### src/rtl/count.sv
// Free-running modulo counter 0..MAX_COUNT with a registered, mode-selectable output.
// Modes: 0 = terminal pulse, 1 = toggle on wrap, 2 = duty-cycle compare.
module count #(
  parameter int unsigned WIDTH     = 4,
  parameter int unsigned MAX_COUNT = 9,
  parameter int unsigned OUT_MODE  = 0,
  parameter int unsigned DUTY      = 5
) (
  input  logic clk,
  input  logic rst,
  output logic out
);

  // Parameter legality checks; any violation stops elaboration.
  if (WIDTH < 1) begin : g_bad_width
    $error("count: WIDTH must be at least 1");
  end
  if ((WIDTH < 32) && (64'(MAX_COUNT) > ((64'd1 << WIDTH) - 64'd1))) begin : g_bad_max
    $error("count: MAX_COUNT does not fit in WIDTH bits");
  end
  if (64'(DUTY) > (64'(MAX_COUNT) + 64'd1)) begin : g_bad_duty
    $error("count: DUTY must not exceed MAX_COUNT+1");
  end
  if (OUT_MODE > 2) begin : g_bad_mode
    $error("count: OUT_MODE must be 0, 1 or 2");
  end

  localparam logic [WIDTH-1:0] MaxCnt = WIDTH'(MAX_COUNT);

  logic [WIDTH-1:0] cnt;
  logic             r_out;
  logic [WIDTH-1:0] w_cnt_next;
  logic             w_wrap;
  logic             w_out_next;

  always_comb begin
    w_wrap     = (cnt == MaxCnt);
    // >= also recovers any out-of-range value straight back to zero.
    w_cnt_next = (cnt >= MaxCnt) ? '0 : cnt + WIDTH'(1);
    w_out_next = 1'b0;
    if (OUT_MODE == 0) begin
      w_out_next = (w_cnt_next == MaxCnt);
    end else if (OUT_MODE == 1) begin
      w_out_next = r_out ^ w_wrap;
    end else begin
      w_out_next = (32'(w_cnt_next) < DUTY);
    end
  end

  always_ff @(posedge clk or negedge rst) begin
    if (!rst) begin
      cnt   <= '0;
      r_out <= 1'b0;
    end else begin
      cnt   <= w_cnt_next;
      r_out <= w_out_next;
    end
  end

  assign out = r_out;

endmodule

### config.mk
export PLATFORM = sky130hd
export DESIGN_NAME = count
export DESIGN_NICKNAME = d
export VERILOG_FILES = /design/src/rtl/count.sv
export SDC_FILE = /design/constraint.sdc
export NUM_CORES = 1
export LEC_CHECK = 0
export CAP_MARGIN = 20
export CORE_AREA = 2 2 39 41
export CTS_CLUSTER_DIAMETER = 100
export CTS_CLUSTER_SIZE = 30
export DETAILED_ROUTE_END_ITERATION = 8
export DIE_AREA = 0 0 41 43
export PLACE_DENSITY = 0.37
export SETUP_SLACK_MARGIN = 0.5
export SYNTH_ARGS = -nofsm -noshare
export SYNTH_HDL_FRONTEND = slang
export SYNTH_SLANG_ARGS = --single-unit
export TNS_END_PERCENT = 50
### constraint.sdc
create_clock -name clk -period 1.2 [get_ports clk]
set_input_delay 0.24 -clock clk [delete_from_list [all_inputs] [get_ports clk]]
set_output_delay 0.24 -clock clk [all_outputs]
set_load 0.02 [all_outputs]
* Word-level counts from Yosys, hierarchy flattened
Index checks and enable logic that the tools add are counted.
Cells by class: $add $sub $neg 1, order comparisons 1, eq/ne operators 1, muxes and demuxes 1
Operators with widths (number):
- adder 4 x 1 -> 4 bit (second input constant) | 1
- == test 4 bit (second input constant) | 1
- greater-or-equal comparator 4 bit (second input constant) | 1
- 2-to-1 mux 4 bit | 1
Word-level totals: register bits after elaboration 5, input bits 2, output and inout port bits 1

* Logic depth before layout (Yosys ltp)
Gate-level depths: netlist of the first run.
depth after elaboration 3, gate-level depth with buffers 4

* Worst setup path before layout of the first run
OpenSTA, ideal clock, no wires.
kind register -> register, start reg cnt[0], end reg r_out (netlist: out), arrival time 1.232 ns, data required time 1.105 ns, slack -0.126 ns, stages on the path, launching flop included 4, buffers on the path 0, clock period less this slack 1.326 ns, cell sequence dfrtp_1 ha_1 or3b_4 nor4_4
Between the ends: word-level cells in the longest chain between the ends 3, elaborated cells between the ends (all ways) 4, those cells by class add/sub (1); order compare (1); eq/ne (1); mux (1)
RTL lines:
- start: declaration | RTL line 30 | logic [WIDTH-1:0] cnt;
- start signal: assignment | RTL line 55 | cnt <= w_cnt_next;
- adder 4 x 1 -> 4 bit or greater-or-equal comparator 4 bit (tied branches) | RTL line 39 | w_cnt_next = (cnt >= MaxCnt) ? '0 : cnt + WIDTH'(1);
- 2-to-1 mux 4 bit (*) | RTL line 39
- == test 4 bit (*) | RTL line 42 | w_out_next = (w_cnt_next == MaxCnt);
- named net w_out_next | RTL line 34 | logic w_out_next;
- end signal: assignment | RTL line 56 | r_out <= w_out_next;
- end: declaration | RTL line 31 | logic r_out;
The timed path passes the listed nets; every way through them passes the cells marked *.

* Worst setup path after layout of the first run
start reg cnt[0], end reg cnt[3]
Between the ends: word-level cells in the longest chain between the ends 2, elaborated cells between the ends (all ways) 3, those cells by class add/sub (1); order compare (1); mux (1)
RTL lines:
- adder 4 x 1 -> 4 bit or greater-or-equal comparator 4 bit (tied branches) | RTL line 39
- 2-to-1 mux 4 bit (*) | RTL line 39
- named net w_cnt_next[3] | RTL line 32 | logic [WIDTH-1:0] w_cnt_next;
Marks and branches as above.

==> metrics.md, run 1 <==
| Metric | Value |
|---|---|
| H-tree Lvls | 1 |
| Synth top area cells | dfrtp_1 (49%), ha_1 (15%), nor4_4 (8.3%), inv_1 (4.4%), or3b_4 (4.4%) |
| RSZ-0062 raised after global routing | yes |
| Hold Crit Class | primary input to async pin |
| Min cycle time layout | 1.262 ns |
| Max-slew violation count | 0 |
| Hpwl dp | 312.7 µm |
| Starting DRT DRC Count | 6 |
| DR DRC count | 0 |
| Core area | 1384 µm² |
| Synth area leader | dfrtp_1 |
| # diodes | 0 |
| Global Route Usage Sum | 6.640% |
| Seq/Total Area, Yosys | 49.02% |
| CTS Sinks | 5 |
| Failing checks | setup timing |
| CP arrival | 1.43 ns |
| Io pins | 3 |
| Vias in the first global route | 186 |
| Largest net degree at the start of global routing | 6 |
| Mapped Nets | 25 |
| CTS clk-pin slew, worst paths | 0.04 ns |
| Worst-case reg-to-reg path depth | 4 |
| Dpl cells | 40 |
| Port Buffers | 2 |
| Mapped Cells | 20 |
| Final worst path period share | 105.2% |
| DR vias/cell | 3.818 |
| Final setup margin | -0.06192 ns |
| Syn_area_per_cell | 12.76 µm² |
| Setup CP Type | flip-flop to flip-flop |
| Global-route wire length before repair | 710 µm |
| Critical R2R Capture | cnt[3] |
| Worst path required time | 1.37 ns |
| Relative max-transition margin | 83.71% |
| Clk_skew | 0.004662 ns |
| Die Span Y | 43 µm |
| Die ar. | 1763 µm² |
| Synthesis warning total | 0 |
| First drt pass iteration count | 4 |
| FF+latch count, synth | 5 |
| Number of setup violations in the final report | 5 |
| Antenna-violating nets left | 0 |
| Total gr overflow | 0 |
| RR Startpoint | cnt[0] |
| Final Hold Vio Count | 0 |
| Setup crit start kind | flip-flop |
| Status | finished, violations left |
| Root Buffer Master | clkbuf_4 |
| GPL Wtd Cong | 0.6753 |
| Max Freq | 792.4 MHz |
| Drt wl/cell | 9.773 µm |
| CTS tree | done |
| Area Overhead vs Synth | 43.14% |
| Via count | 168 |
| Initial antenna violation count | 0 |
| Initial core utilization | 18.44% |
| Worst skew pair latency | 0.24 ns |
| Hold buffers post-CTS | 0 |
| Pwr Density | 1015 nW/µm² |
| Row cnt | 14 |
| Layout cells sized above 1 | 53.57% |
| Post-Synthesis Cell Area | 255.2 µm² |
| Clock tree buffer depth | 2 |
| Die Width | 41 µm |
| Final Net Count | 34 |
| TritonCTS Buffers | 3 |
| Unique masters post-synth | 12 |
| Yosys top cell area share | 49.02% |
| Static Leak | 0.1398 nW |
| Worst-margin pin slew | 0.2444 ns |
| FF-to-FF setup slack | -0.06 ns |
| CP max FO | 5 |
| Max-cap violations | 0 |
| Final core utilization | 26.40% |
| Fin cells | 44 |
| Worst IR Drop VDD | 0.4981 mV |
| WL final | 430 µm |
| Crit end category | flip-flop |
critical path: stages (launching register included):
cell	delay, ns
dfrtp_2	0.43
inv_2	0.05
ha_1	0.12
or3b_4	0.43
mux2i_1	0.16
how the worst max path moves through the flow:
stage                     startpoint  endpoint  slack (ns)
after global routing          cnt[0]       out       -0.13
final                         cnt[0]    cnt[3]       -0.06
after detailed placement      cnt[1]    cnt[2]       -0.08
after CTS                     cnt[0]    cnt[2]       -0.06
after global placement        cnt[1]    cnt[0]       -0.07
after floorplan               cnt[0]    cnt[2]       -0.05
routing by layer:
metal,GRT usage (%),routed length (µm)
met4,6.000,0
met1,6.472,175
met5,0,0
met2,8.750,231
met3,4.712,23
kinds of logic (layout without fill, tap and decap cells):
kind of cell | after synthesis | in the layout | synth area share (%)
DFF | 5 | 5 | 49.02
and+or+nand+nor | 4 | 4 | 17.16
adders and majority gates | 3 | 3 | 14.71
AOI/OAI and AO/OA | 3 | 3 | 7.354
buffers and inverters | 3 | 11 | 4.411
xor gates and xnor gates | 1 | 1 | 3.432
muxes | 1 | 1 | 3.922
cell usage after synthesis, drive strengths merged:
cell	number
nand3	1
a21oi	1
o22ai	1
xnor2	1
or3b	1
mux2i	1
inv	3
ha	3
a21boi	1
nor4	1
dfrtp	5
nand2b	1
state kept, by name, summed over array words and instances (netlist names):
register,cells
cnt,4
out,1
cell type report:
cell class | count | area [µm²]
clock buffers | 4 | 26.28
fillers | 149 | 1018
inverters | 3 | 11.26
multi-input cells | 12 | 145.1
flip-flops and latches | 5 | 126.4
well taps | 16 | 20.02
repair buffers | 4 | 36.28
where the power goes:
group,internal (mW),switching (mW)
clock,0.126,0.0698
combinational,0.00290,0.00312
sequential,0.169,0
total,0.298,0.0729
cell usage in the layout, fill, tap and decap left out:
master           count
dfrtp_2              1
nand3_1              1
ha_4                 1
clkbuf_4             3
inv_1                1
buf_4                2
ha_1                 2
inv_2                2
or3b_4               1
mux2i_1              1
nand2b_1             1
buf_6                1
a21boi_2             1
dfrtp_1              4
clkdlybuf4s50_1      1
clkbuf_1             1
xnor2_1              1
o22ai_2              1
a21oi_2              1
nor4_4               1
per-stage QoR:
step	TNS (ns)	power [mW]	setup slack (ns)	hold slack, ns	cell area, µm²
after floorplan	-0.2009	0.1717	-0.04900	-0.05559	269.0
after global placement	-0.3132	0.1777	-0.07446	0.4759	324.1
after detailed placement	-0.3363	0.1780	-0.07973	0.4836	324.1
after CTS	-0.2777	0.3803	-0.06281	0.2240	351.6
after global routing	-0.5639	0.3929	-0.1279	0.2289	365.4
final	-0.2239	0.3708	-0.06192	0.2175	365.4
timing repair:
action | in CTS | in global routing
pin swaps | 0 | 2
endpoints found under the setup margin | 6 | 6
setup buffers | 0 | 0
gates resized for setup | 7 | 3
cloned | 0 | 0
No activity file was read; power rests on OpenSTA's default activity.
==> run 2: changes to the inputs <==
Settings changed: CELL_PAD_IN_SITES_DETAIL_PLACEMENT set to 1, CELL_PAD_IN_SITES_GLOBAL_PLACEMENT set to 1, PLACE_DENSITY 0.37 to 0.43.
==> metrics.md, run 2 (synthesized netlist as in run 1, its figures left out) <==
| Metric | Value |
|---|---|
| GR Layer Usage met1 | 8.852% (was 6.472%) |
| Die Width | 41 µm (unchanged) |
| Biggest register | cnt (unchanged) |
| Commonest non-fill, non-tap cell in the layout | dfrtp_1 (unchanged) |
| Overall Power | 0.3797 mW (was 0.3708 mW) |
| Buf/Inv on CP | 1 (unchanged) |
| Final worst path period share | 106.0% (was 105.2%) |
| Root Buffer Master | clkbuf_4 (unchanged) |
| Final Net Count | 35 (was 34) |
| Sequential group share of total power | 44.5% (was 45.6%) |
| WL final | 571 µm (was 430 µm) |
| M3 GR Usage | 7.853% (was 4.712%) |
| Final Hold Vio Count | 0 (unchanged) |
| Antenna-violating nets left | 0 (unchanged) |
| Worst path slowest cell | dfrtp_2 (unchanged) |
| Failing checks | setup timing (unchanged) |
| TritonCTS Buffers | 3 (unchanged) |
| CTS tree | done (unchanged) |
| Worst path max stage delay | 0.43 ns (about the same) |
| CP max FO | 5 (unchanged) |
| Worst skew pair latency | 0.25 ns (was 0.24 ns) |
| Status | finished, violations left (unchanged) |
| Initial antenna violation count | 0 (unchanged) |
| CP arrival | 1.44 ns (was 1.43 ns) |
| Port Buffers | 2 (unchanged) |
| Comb power frac | 1.7% (was 1.6%) |
| Clock share of power | 53.8% (was 52.7%) |
| Crit end category | flip-flop (unchanged) |
| Clock tree buffer depth | 2 (unchanged) |
| Most frequent cells in the layout | dfrtp_1 (4), clkbuf_4 (3), buf_4 (3) (was dfrtp_1 (4), clkbuf_4 (3), inv_2 (2), ha_1 (2), buf_4 (2)) |
| Number of setup violations in the final report | 5 (unchanged) |
| Hold Crit Class | primary input to async pin (unchanged) |
| Setup crit start kind | flip-flop (unchanged) |
| Hold buffers post-CTS | 0 (unchanged) |
| DR vias/cell | 4.067 (was 3.818) |
| Max-cap violations | 0 (unchanged) |
| Layer with the highest usage | met2 (unchanged) |
| Largest net degree at the start of global routing | 6 (unchanged) |
| Met2 Usage GRT | 11.88% (was 8.750%) |
| Total gr overflow | 0 (unchanged) |
| Drt wl/cell | 12.69 µm (was 9.773 µm) |
| Worst IR Drop VDD | 0.2822 mV (was 0.4981 mV) |
| Min cycle time layout | 1.272 ns (was 1.262 ns) |
| Relative max-transition margin | 82.82% (was 83.71%) |
| First drt pass iteration count | 1 (was 4) |
| Worst path required time | 1.37 ns (about the same) |
| Die Span Y | 43 µm (unchanged) |
| Largest register FFs | 4 (unchanged) |
| Switching share of power | 21.43% (was 19.66%) |
| Worst-margin pin slew | 0.2569 ns (was 0.2444 ns) |
| Top delay family on crit path | flip-flops (unchanged) |
| Static Leak | 0.1449 nW (was 0.1398 nW) |
| Global Route Usage Sum | 9.293% (was 6.640%) |
| Clk_skew | 0.001525 ns (was 0.004662 ns) |
| DR DRC count | 0 (unchanged) |
| CTS Sinks | 5 (unchanged) |
| Crit. Startpoint | cnt[0] (unchanged) |
| Core area | 1384 µm² (unchanged) |
| Final core utilization | 27.67% (was 26.40%) |
| Via count | 183 (was 168) |
| Initial core utilization | 18.44% (unchanged) |
| Max Freq | 786.4 MHz (was 792.4 MHz) |
| Cell internal pwr | 0.2983 mW (was 0.2979 mW) |
| Die ar. | 1763 µm² (unchanged) |
| Global-route wire length before repair | 931 µm (was 710 µm) |
| Max-slew violation count | 0 (unchanged) |
| RR Startpoint | cnt[0] (unchanged) |
| CTS clk-pin slew, worst paths | 0.04 ns (about the same) |
| Row cnt | 14 (unchanged) |
| Vias in the first global route | 203 (was 186) |
| CP Cell Sequence | inv_2 -> ha_1 -> or3b_4 -> mux2i_1 (unchanged) |
| Layout cells sized above 1 | 62.07% (was 53.57%) |
| Hpwl dp | 383.3 µm (was 312.7 µm) |
| # diodes | 0 (unchanged) |
| P_sw | 0.08139 mW (was 0.07288 mW) |
| Area Overhead vs Synth | 50.00% (was 43.14%) |
| Io pins | 3 (unchanged) |
| Pwr Density | 991.7 nW/µm² (was 1015 nW/µm²) |
| H-tree Lvls | 1 (unchanged) |
| Starting DRT DRC Count | 0 (was 6) |
| RSZ-0062 raised after global routing | yes (unchanged) |
| Final setup margin | -0.07169 ns (was -0.06192 ns) |
| Setup CP Type | flip-flop to flip-flop (unchanged) |
| Filler Cell Count | 159 (was 149) |
| GPL Wtd Cong | 0.6843 (was 0.6753) |
[run 2: worst reg2reg max path, delay by kind of cell, from the launching register on]
family / cells / cell delay (ns)
adder cells (fa/ha/maj): 1 / 0.12
flip-flops: 1 / 0.43
AND/OR/NAND/NOR: 1 / 0.42
multiplexers: 1 / 0.17
buffers and inverters: 1 / 0.05
[run 2: per-layer routing]
metal,share of wire [%],vias up
met3,9.6,2
met1,36,88
li1,-,86
met2,52,7
met5,0,-
met4,2.5,0
[run 2: final cells by class]
type	count	area, µm²	share of cell area [%]
repair buffers	5	43.79	11.44
well taps	16	20.02	5.229
multi-input cells	12	155.1	40.52
inverters	3	11.26	2.941
clock buffers	4	26.28	6.863
flip-flops and latches	5	126.4	33.01
[run 2: path summary, 6_finish.rpt]
path	to	slack, ns	cells after the start
min in group clk	cnt[0]	0.61	1
worst max-delay path	cnt[3]	-0.07	4
worst min register to register	cnt[0]	0.61	1
worst max register to register	cnt[3]	-0.07	4
worst min-delay path	cnt[2]	0.22	1
max in group asynchronous	cnt[0]	0.75	1
[run 2: repair_timing]
action | in CTS | in global routing
cloned | 0 | 0
pin swaps | 1 | 2
gates resized for setup | 8 | 4
endpoints found under the setup margin | 6 | 6
buffers inserted | 0 | 1
[run 2: power by group through the flow]
stage	logic [mW]	registers (mW)	clock network (mW)
global route	0.00713	0.169	0.235
detailed placement	0.00637	0.172	0
CTS	0.00681	0.169	0.216
floorplan	0.0000000495	0.172	0
finish	0.00639	0.169	0.204
global placement	0.00619	0.172	0
[run 2: through the flow]
stage	area (µm²)	setup TNS [ns]	std cells	setup WS (ns)	hold WS, ns
2_1_floorplan	269.0	-0.2009	20	-0.04900	-0.05559
3_3_place_gp	324.1	-0.4141	40	-0.1058	0.4789
3_5_place_dp	324.1	-0.4996	40	-0.1045	0.4844
4_1_cts	355.3	-0.3945	44	-0.08858	0.2262
5_1_grt	382.9	-0.5155	45	-0.1221	0.2209
6_report	382.9	-0.2892	45	-0.07169	0.2231
==> run 3: changes to the inputs <==
Settings changed: ABC_CLOCK_PERIOD_IN_PS set to 1200, TNS_END_PERCENT 50 to not set.
==> metrics.md, run 3 (synthesized netlist as in run 1, its figures left out) <==
| Metric | Value |
|---|---|
| Setup crit start kind | flip-flop (unchanged) |
| Global Route Usage Sum | 7.545% (was 9.293%) |
| Io pins | 3 (unchanged) |
| Hold Crit Class | primary input to async pin (unchanged) |
| Final setup margin | -0.07899 ns (was -0.07169 ns) |
| Design Area, Final | 361.6 µm² (was 382.9 µm²) |
| Overall Power | 0.3703 mW (was 0.3797 mW) |
| H-tree Lvls | 1 (unchanged) |
| Layout cells sized above 1 | 50.00% (was 62.07%) |
| Number of setup violations in the final report | 5 (unchanged) |
| Crit end category | flip-flop (unchanged) |
| Hold buffers post-CTS | 0 (unchanged) |
| Area Overhead vs Synth | 41.67% (was 50.00%) |
| Row cnt | 14 (unchanged) |
| Relative max-transition margin | 84.12% (was 82.82%) |
| CTS Sinks | 5 (unchanged) |
| Max-slew violation count | 0 (unchanged) |
| Max-cap violations | 0 (unchanged) |
| RSZ-0062 raised after global routing | yes (unchanged) |
| CP max FO | 4 (was 5) |
| TritonCTS Buffers | 3 (unchanged) |
| Final worst path period share | 106.6% (was 106.0%) |
| DR vias/cell | 4.114 (was 4.067) |
| Initial antenna violation count | 0 (unchanged) |
| Antenna-violating nets left | 0 (unchanged) |
| Die Width | 41 µm (unchanged) |
| Root Buffer Master | clkbuf_4 (unchanged) |
| Static Leak | 0.1399 nW (was 0.1449 nW) |
| Worst-margin pin slew | 0.2374 ns (was 0.2569 ns) |
| Final core utilization | 26.13% (was 27.67%) |
| CTS tree | done (unchanged) |
| Post-CTS Setup Bufs | 0 (unchanged) |
| Commonest non-fill, non-tap cell in the layout | dfrtp_1 (unchanged) |
| Core area | 1384 µm² (unchanged) |
| Dpl cells | 40 (unchanged) |
| Status | finished, violations left (unchanged) |
| Failing checks | setup timing (unchanged) |
| DR DRC count | 0 (unchanged) |
| Clock tree buffer depth | 2 (unchanged) |
| Port Buffers | 2 (unchanged) |
| Starting DRT DRC Count | 2 (was 0) |
| Clk_skew | 0.001723 ns (was 0.001525 ns) |
| Most frequent cells in the layout | dfrtp_1 (4), clkbuf_4 (3), inv_2 (2), ha_1 (2), buf_4 (2) (was dfrtp_1 (4), clkbuf_4 (3), buf_4 (3)) |
| Vias in the first global route | 206 (was 203) |
| Initial core utilization | 18.44% (unchanged) |
| Final Hold Vio Count | 0 (unchanged) |
| Post-DP Area | 324.1 µm² (unchanged) |
| Global-route wire length before repair | 800 µm (was 931 µm) |
| Max Freq | 781.9 MHz (was 786.4 MHz) |
| Largest net degree at the start of global routing | 6 (unchanged) |
| Worst path required time | 1.32 ns (was 1.37 ns) |
| Via count | 181 (was 183) |
| First drt pass iteration count | 2 (was 1) |
| Pwr Density | 1024 nW/µm² (was 991.7 nW/µm²) |
| Worst IR Drop VDD | 0.2549 mV (was 0.2822 mV) |
| Biggest register | cnt (unchanged) |
| Die ar. | 1763 µm² (unchanged) |
| Hpwl dp | 367.2 µm (was 383.3 µm) |
| Drt wl/cell | 10.66 µm (was 12.69 µm) |
| CTS clk-pin slew, worst paths | 0.04 ns (about the same) |
| Total Neg Setup Slack | -0.2759 ns (was -0.2892 ns) |
| Min cycle time layout | 1.279 ns (was 1.272 ns) |
| CP arrival | 1.40 ns (was 1.44 ns) |
| Die Span Y | 43 µm (unchanged) |
| Fin cells | 44 (was 45) |
| GPL Wtd Cong | 0.7116 (was 0.6843) |
| Crit. Startpoint | cnt[0] (unchanged) |
| Worst hold slack | 0.2254 ns (was 0.2231 ns) |
| Final Net Count | 34 (was 35) |
| Setup CP Type | flip-flop to flip-flop (unchanged) |
| # diodes | 0 (unchanged) |
| WL final | 469 µm (was 571 µm) |
| Total gr overflow | 0 (unchanged) |
| Largest register FFs | 4 (unchanged) |
| RR Startpoint | cnt[0] (unchanged) |
| Worst skew pair latency | 0.24 ns (was 0.25 ns) |
| Post-Place Worst Slack | -0.1147 ns (was -0.1045 ns) |
run 3: cell types whose count changed in the layout (fill, tap and decap cells not counted):
cell / delta
a21oi_2: -1
ha_2: -1
ha_1: +1
buf_4: -1
a21oi_1: +1
xnor2_1: +1
xnor2_2: -1
run 3: where the power goes:
part           internal, mW  total (mW)  leakage [nW]  switching (mW)
logic               0.00290     0.00611        0.0694         0.00321
clock network         0.126       0.195        0.0150          0.0693
registers             0.169       0.169        0.0555               0
total                 0.298       0.370         0.140          0.0725
run 3: final timing paths:
check,to,slack [ns],cells after the start
setup / recovery,cnt[2],-0.08,4
hold / removal,cnt[2],0.23,1
setup reg to reg,cnt[2],-0.08,4
hold reg to reg,cnt[1],0.58,1
max in group asynchronous,cnt[0],0.76,1
min in group clk,cnt[1],0.58,1
run 3: layout make-up:
cell class | count | area, µm²
Inverter | 3 | 11.26
Tap cell | 16 | 20.02
Fill cell | 153 | 1022
Multi-Input combinational cell | 12 | 141.4
Timing Repair Buffer | 4 | 36.28
Sequential cell | 5 | 126.4
Clock buffer | 4 | 26.28
run 3: repair_timing:
item / 4_1_cts / 5_1_grt
resized for setup: 7 / 2
endpoints found under the hold margin: 0 / 0
endpoints found under the setup margin: 6 / 6
pin swaps: 0 / 1
run 3: metal layers:
metal  track usage (%)  part of all wire (%)
met1             8.091                    46
met2             9.063                    46
met3             7.853                   8.1
met4             4.000                     0
met5                 0                     0
run 3: critical path, stage by stage, from the launching register on:
cell	delay [ns]
dfrtp_2	0.43
buf_4	0.16
ha_1	0.26
xnor2_1	0.20
o22ai_2	0.10
